--- src/rtl/riscuinho_pkg.sv ---
// Shared definitions for the riscuinho core: access sizes, LSU state encoding,
// data bus width and the alignment rule used at load/store acceptance.
package riscuinho_pkg;

    localparam int BUS_W = 32;

    localparam logic [1:0] SIZE_B = 2'b00;
    localparam logic [1:0] SIZE_H = 2'b01;
    localparam logic [1:0] SIZE_W = 2'b10;

    typedef enum logic [1:0] {
        LSU_IDLE  = 2'd0,
        LSU_REQ   = 2'd1,
        LSU_DONE  = 2'd2,
        LSU_FAULT = 2'd3
    } lsu_state_t;

    // Size 11 is not a real access width, so it is treated as a fault too.
    function automatic logic is_misaligned(input logic [1:0] size, input logic [1:0] addr_lo);
        case (size)
            SIZE_B:  is_misaligned = 1'b0;
            SIZE_H:  is_misaligned = addr_lo[0];
            SIZE_W:  is_misaligned = (addr_lo != 2'b00);
            default: is_misaligned = 1'b1;
        endcase
    endfunction

endpackage

--- src/rtl/lsu_align.sv ---
// Lane steering for sub-word accesses: byte enables, store data replication,
// and load right-shift with sign/zero extension. Purely combinational.
module lsu_align
    import riscuinho_pkg::*;
(
    input  logic [1:0]       addr_lo,
    input  logic [1:0]       size,
    input  logic             unsigned_value,
    input  logic [BUS_W-1:0] wdata,
    input  logic [BUS_W-1:0] rdata,
    output logic [3:0]       be,
    output logic [BUS_W-1:0] wdata_rep,
    output logic [BUS_W-1:0] rdata_ext
);

    logic [BUS_W-1:0] shifted;

    always_comb begin
        be        = 4'b0000;
        wdata_rep = wdata;
        shifted   = rdata;
        rdata_ext = rdata;
        case (size)
            SIZE_B: begin
                be        = 4'b0001 << addr_lo;
                wdata_rep = {4{wdata[7:0]}};
                shifted   = rdata >> {addr_lo, 3'b000};
                rdata_ext = {{24{~unsigned_value & shifted[7]}}, shifted[7:0]};
            end
            SIZE_H: begin
                be        = 4'b0011 << {addr_lo[1], 1'b0};
                wdata_rep = {2{wdata[15:0]}};
                shifted   = rdata >> {addr_lo[1], 4'b0000};
                rdata_ext = {{16{~unsigned_value & shifted[15]}}, shifted[15:0]};
            end
            SIZE_W: begin
                be = 4'b1111;
            end
            default: begin
                be = 4'b0000;
            end
        endcase
    end

endmodule

--- src/rtl/load_store_unit.sv ---
// Memory-access stage: accepts one decoded load/store, runs a single req/ack bus
// transaction and returns the extended load result to the register file.
module load_store_unit
    import riscuinho_pkg::*;
#(
    parameter int BUS_TIMEOUT = 255
) (
    input  logic             clk,
    input  logic             rst_n,
    input  logic             start,
    input  logic             data_r,
    input  logic             data_w,
    input  logic [1:0]       data_size,
    input  logic             unsigned_value,
    input  logic [4:0]       rd_sel,
    input  logic [BUS_W-1:0] addr,
    input  logic [BUS_W-1:0] wdata,
    output logic             busy,
    output logic             done,
    output logic             misaligned,
    output logic             bus_err,
    output logic             rd_w,
    output logic [4:0]       rd_sel_out,
    output logic [BUS_W-1:0] rd_data,
    output logic             mem_req,
    output logic             mem_we,
    output logic [BUS_W-1:0] mem_addr,
    output logic [3:0]       mem_be,
    output logic [BUS_W-1:0] mem_wdata,
    input  logic             mem_ack,
    input  logic [BUS_W-1:0] mem_rdata
);

    // Bus handshake: mem_req rises with stable we/addr/be/wdata and stays high until
    // mem_ack is sampled on a rising edge; that edge completes the transfer and
    // mem_rdata must be valid with it. mem_ack outside REQ has no effect.
    lsu_state_t       state;
    logic [BUS_W-1:0] addr_q;
    logic [BUS_W-1:0] wdata_q;
    logic [1:0]       size_q;
    logic             unsigned_q;
    logic             we_q;
    logic [4:0]       rd_sel_q;
    logic [7:0]       tmo_cnt;

    logic             accept;
    logic [3:0]       be_c;
    logic [BUS_W-1:0] wdata_c;
    logic [BUS_W-1:0] load_c;

    assign accept = start && (data_r ^ data_w);
    assign busy   = (state != LSU_IDLE);

    lsu_align u_align (
        .addr_lo        (addr_q[1:0]),
        .size           (size_q),
        .unsigned_value (unsigned_q),
        .wdata          (wdata_q),
        .rdata          (mem_rdata),
        .be             (be_c),
        .wdata_rep      (wdata_c),
        .rdata_ext      (load_c)
    );

    // Bus qualifiers are gated by mem_req so they read zero whenever no access is live.
    assign mem_we    = mem_req & we_q;
    assign mem_addr  = mem_req ? {addr_q[31:2], 2'b00} : '0;
    assign mem_be    = mem_req ? be_c : 4'b0000;
    assign mem_wdata = mem_req ? wdata_c : '0;

    always_ff @(posedge clk or negedge rst_n) begin
        if (!rst_n) begin
            state      <= LSU_IDLE;
            addr_q     <= '0;
            wdata_q    <= '0;
            size_q     <= SIZE_B;
            unsigned_q <= 1'b0;
            we_q       <= 1'b0;
            rd_sel_q   <= '0;
            tmo_cnt    <= '0;
            mem_req    <= 1'b0;
            done       <= 1'b0;
            misaligned <= 1'b0;
            bus_err    <= 1'b0;
            rd_w       <= 1'b0;
            rd_sel_out <= '0;
            rd_data    <= '0;
        end else begin
            done       <= 1'b0;
            misaligned <= 1'b0;
            bus_err    <= 1'b0;
            rd_w       <= 1'b0;
            case (state)
                LSU_IDLE: begin
                    if (accept) begin
                        addr_q     <= addr;
                        wdata_q    <= wdata;
                        size_q     <= data_size;
                        unsigned_q <= unsigned_value;
                        we_q       <= data_w;
                        rd_sel_q   <= rd_sel;
                        tmo_cnt    <= '0;
                        if (is_misaligned(data_size, addr[1:0])) begin
                            state      <= LSU_FAULT;
                            misaligned <= 1'b1;
                        end else begin
                            state   <= LSU_REQ;
                            mem_req <= 1'b1;
                        end
                    end
                end
                LSU_REQ: begin
                    // Ack is tested first so it wins in the terminal-count cycle.
                    if (mem_ack) begin
                        state   <= LSU_DONE;
                        mem_req <= 1'b0;
                        done    <= 1'b1;
                        tmo_cnt <= '0;
                        if (!we_q) begin
                            rd_data    <= load_c;
                            rd_sel_out <= rd_sel_q;
                            rd_w       <= (rd_sel_q != 5'd0);
                        end
                    end else if (tmo_cnt == 8'(BUS_TIMEOUT - 1)) begin
                        state   <= LSU_IDLE;
                        mem_req <= 1'b0;
                        bus_err <= 1'b1;
                        tmo_cnt <= '0;
                    end else begin
                        tmo_cnt <= tmo_cnt + 8'd1;
                    end
                end
                LSU_DONE:  state <= LSU_IDLE;
                LSU_FAULT: state <= LSU_IDLE;
                default:   state <= LSU_IDLE;
            endcase
        end
    end

endmodule

--- config.mk ---
export PLATFORM = sky130hd
export DESIGN_NAME = load_store_unit
export DESIGN_NICKNAME = d
export VERILOG_FILES = /design/src/rtl/riscuinho_pkg.sv /design/src/rtl/lsu_align.sv /design/src/rtl/load_store_unit.sv
export SDC_FILE = /design/constraint.sdc
export NUM_CORES = 1
export LEC_CHECK = 0
export BUFFER_PORTS_ARGS = -buffer_cell sky130_fd_sc_hd__buf_2
export CAP_MARGIN = 25
export CORE_ASPECT_RATIO = 0.7
export CORE_UTILIZATION = 35
export CTS_CLUSTER_DIAMETER = 30
export DETAILED_ROUTE_END_ITERATION = 12
export MAX_ROUTING_LAYER = met4
export PLACE_DENSITY_LB_ADDON = 0.05
export SYNTH_ARGS = -nofsm -noshare
export SYNTH_HDL_FRONTEND = slang
export SYNTH_SLANG_ARGS = --single-unit
--- constraint.sdc ---
create_clock -name clk -period 1.53 [get_ports clk]
set_input_delay 0.0765 -clock clk [delete_from_list [all_inputs] [get_ports clk]]
set_output_delay 0.0765 -clock clk [all_outputs]
set_load 0.01 [all_outputs]
==> impl_metrics.csv <==
group,metric,value,unit
logic_synthesis,syn_area_per_cell,10.75,µm²
pwr,power_density,1682,mW/mm²
clock_tree,sink_count,125,
global_route,number_of_antenna_violations_at_the_first_check_in_global_routing,0,
logic_synthesis,synth_compound_gate_area_share,0.1019,
critical_path,timing_worst_setup_path_type,"flop to primary output",
route,dr.pass1.iters,4,
clock_tree,clk_slew_on_worst_s_h_paths,0.06,ns
critical_path,critPathCaptureType,"primary output",
critical_path,timing.critical_path.fanout_max,8,
pwr,leakagePower,0.005124,µW
floorplan,fp.dieArea,0.01833,mm²
logic_synthesis,top_count_cell_post_synth,"sky130_fd_sc_hd__dfrtp_1",
floorplan,top_level_ports,222,
logic_synthesis,synth.top_cells.by_area,"sky130_fd_sc_hd__dfrtp_1, sky130_fd_sc_hd__mux2_2, sky130_fd_sc_hd__mux2i_1",
logic_synthesis,synth_seq_cells,125,
route,drt_iter0_drc,339,
sta,final-hold-violation-count,0,
route,ant_nets,0,
global_route,groute.usage.overall,0.2290,
logic_synthesis,synth.largest_area_cell,"sky130_fd_sc_hd__dfrtp_1",
logic_synthesis,yosysSeqAreaShare,0.5025,
placement,dp_cells,1028,
global_route,first_global_vias,5822,
logic_synthesis,synthDistinctLibCells,48,
logic_synthesis,yosys.area_share.adder,0.004020,
critical_path,crit_arrival,1.68,ns
placement,placed_cell_area,0.007777,mm²
route,drt-wirelength-per-cell,17.90,µm
clock_tree,insertion_delay,0.42,ns
route,route.final.wire_length,21.30,mm
sta,fin_worst_skew,0.01211,ns
route,vias_per_cell,4.938,
sta,grt_setup_unrepaired,"yes",
floorplan,die_height,113.6,µm
pwr,switching_portion_of_total_power,0.3605,
logic_synthesis,ys.flop_type,"sky130_fd_sc_hd__dfrtp_1",
pwr,p_clk_frac,0.229,
sta,fmax,570.2,MHz
placement,place.port_buffers,219,
floorplan,initial_utilization,0.3605,
clock_tree,cts_max_level,4,
final_layout,postLayoutCellArea,0.01039,mm²
floorplan,fp.dieW,161.4,µm
clock_tree,tritoncts,"yes",
logic_synthesis,synth_warnings,0,
logic_synthesis,synthesis.instances,579,
critical_path,cp_data_required_time,1.45,ns
route,routed-via-count,5876,
pwr,power.internal,11180,µW
floorplan,row_count,40,
pwr,peakVddDrop,0.6877,mV
logic_synthesis,muxShareOfSynthArea,0.1775,
final_layout,fill_cells,1451,
critical_path,crit_path_launch_type,"flop",
sta,post-route-worst-setup-slack,-0.2239,ns
global_route,grt_pass1_wl,31.22,mm
global_route,grt_max_degree,44,
sta,timing.hold.ws,0.009029,ns
logic_synthesis,yosys.area_share.xor_xnor,0.002814,
logic_synthesis,synth.top_cells.by_count,"sky130_fd_sc_hd__dfrtp_1, sky130_fd_sc_hd__mux2_2, sky130_fd_sc_hd__nand2_1, sky130_fd_sc_hd__and2_1",
sta,post-route-period-util,1.146,
logic_synthesis,synth-edff-count,0,
clock_tree,cts_max_path_buffers,2,
logic_synthesis,asr_flop_ratio_synth,1.000,
clock_tree,root_buffer,"sky130_fd_sc_hd__clkbuf_16",
logic_synthesis,synthesis.area,0.006225,mm²
run_status,outcome,"finished with violations",
sta,setup_viol_count_final,138,
logic_synthesis,yosys.area.top_type_share,0.5025,
pwr,netSwitchingPower,6303,µW
clock_tree,tritoncts.num_buffers,17,
pwr,combinational_cell_fraction_of_total_power,0.448,
final_layout,filler_free_cell_count_of_the_finished_design,1190,
final_layout,area_delta_synth_final,66.97,%
pwr,fraction_of_power_consumed_by_sequential_logic,0.323,
sta,totalNegativeSetupSlack,-12.98,ns
placement,routabilityCongestion,0.8022,
job,timing.max_cap.violations,0,
final_layout,num_antenna_cells,0,
sta,slew_viol_final,0,
run_status,failed_checks,"negative setup slack",
final_layout,share_of_final_layout_standard_cells_stronger_than_drive_strength_1,0.4703,
placement,dpl_worst_slack,-0.09215,ns
placement,dpl.hpwl,12.90,mm
logic_synthesis,synth_top_family_by_area,"multiplexers",
global_route,global_route.overflow_total,0,
logic_synthesis,synth_simple_gate_area_share,0.1668,
final_layout,nNetsFinal,1059,
sta,period_needed,1.754,ns
worst_hold_path,worst_hold_class,"input port to flop",
route,drt_drc_violations_left,0,
floorplan,core_region_area,0.01727,mm²
[cell type report]
class / instances / area [µm²] / area share
inverters: 6 / 31.28 / 0.003010
multi-input cells: 407 / 3209 / 0.3088
flip-flops and latches: 125 / 3132 / 0.3013
repair buffers: 390 / 3151 / 0.3031
clock buffers: 18 / 439.2 / 0.04225
clock inverters: 13 / 142.6 / 0.01372
well taps: 231 / 289.0 / 0.02781
[sequential cells by signal, indices dropped and copies added, names as in the netlist, 2 cells and up]
signal	flops
size_q	2
tmo_cnt	8
wdata_q	32
rd_sel_out	5
rd_sel_q	5
rd_data	32
state	2
addr_q	32
[power groups by stage]
stage                     clock network [µW]  registers, µW  logic (µW)
after global routing                    4250           5830        8470
after global placement                     0           5540        6200
after CTS                               4090           5600        7160
after detailed placement                   0           5590        6270
after floorplan                            0           5530        3660
final                                   4010           5640        7830
[worst max-delay path, stage by stage (launching register included)]
cell and delay [ns]:
sky130_fd_sc_hd__dfrtp_2 0.45, sky130_fd_sc_hd__nand2b_2 0.24, sky130_fd_sc_hd__a21o_4 0.29, sky130_fd_sc_hd__nor2b_1 0.14, sky130_fd_sc_hd__buf_2 0.13
[placed cells by master, fill, tap and decap left out, types with 5 or more instances in the layout]
cell type                       instances
sky130_fd_sc_hd__o211a_1                8
sky130_fd_sc_hd__and3_1                 9
sky130_fd_sc_hd__nand2_2                5
sky130_fd_sc_hd__clkinv_4               6
sky130_fd_sc_hd__a21oi_2               10
sky130_fd_sc_hd__mux2_4                41
sky130_fd_sc_hd__a21boi_1               5
sky130_fd_sc_hd__mux2i_1               22
sky130_fd_sc_hd__nand3_1               34
sky130_fd_sc_hd__buf_12                14
sky130_fd_sc_hd__nor2_1                27
sky130_fd_sc_hd__dlygate4sd3_1         99
sky130_fd_sc_hd__nand2_1               58
sky130_fd_sc_hd__buf_2                213
sky130_fd_sc_hd__a31oi_1                5
sky130_fd_sc_hd__nor2b_1                9
sky130_fd_sc_hd__a22o_1                 8
sky130_fd_sc_hd__dfrtp_1              122
sky130_fd_sc_hd__a21oi_1               23
sky130_fd_sc_hd__clkbuf_16             25
sky130_fd_sc_hd__and2_1                40
sky130_fd_sc_hd__buf_6                 22
sky130_fd_sc_hd__o21ai_0               11
sky130_fd_sc_hd__a221oi_1               5
sky130_fd_sc_hd__buf_4                 26
sky130_fd_sc_hd__mux2_2                32
[routing by layer]
metal / share of wire / global-route usage
met1: 0.47 / 0.3154
met2: 0.45 / 0.3388
met3: 0.072 / 0.05564
met4: 0.0070 / 0.05535
met5: 0 / -
[cells by family (layout without fill, tap and decap cells)]
group | after synthesis | count (layout)
muxes | 100 | 100
and+or+nand+nor | 207 | 207
DFF | 125 | 125
buffers and inverters | 48 | 427
other | 1 | 2
xor gates and xnor gates | 2 | 2
adders and majority gates | 2 | 2
AOI/OAI and AO/OA | 94 | 94
[what timing repair did]
item | 4_1_cts | 5_1_grt
hold buffers | 99 | 0
hold endpoints to repair | 139 | 0
pin swaps | 12 | 7
setup endpoints to repair | 108 | 154
setup buffers | 8 | 9
cloned | 4 | 12
gates resized for setup | 85 | 74
[final timing paths]
check	from	end	slack, ns	depth (start not counted)
min reg2reg	rd_sel_out[3]	rd_sel_out[3]	0.47	2
min in group asynchronous	rst_n	addr_q[4]	0.15	2
min	mem_rdata[12]	rd_data[12]	0.009	3
max reg2reg	state[1]	rd_data[10]	-0.17	7
max	size_q[0]	mem_be[0]	-0.22	4
max in group asynchronous	rst_n	size_q[1]	0.75	3
[metrics by stage]
step	total power [µW]	utilization
floorplan	9192	-
global placement	11740	0.4504
detailed placement	11850	0.4504
CTS	16840	0.5680
global route	18550	0.6020
finish	17490	0.6020
Note: power is estimated with default switching activity, not from simulation.
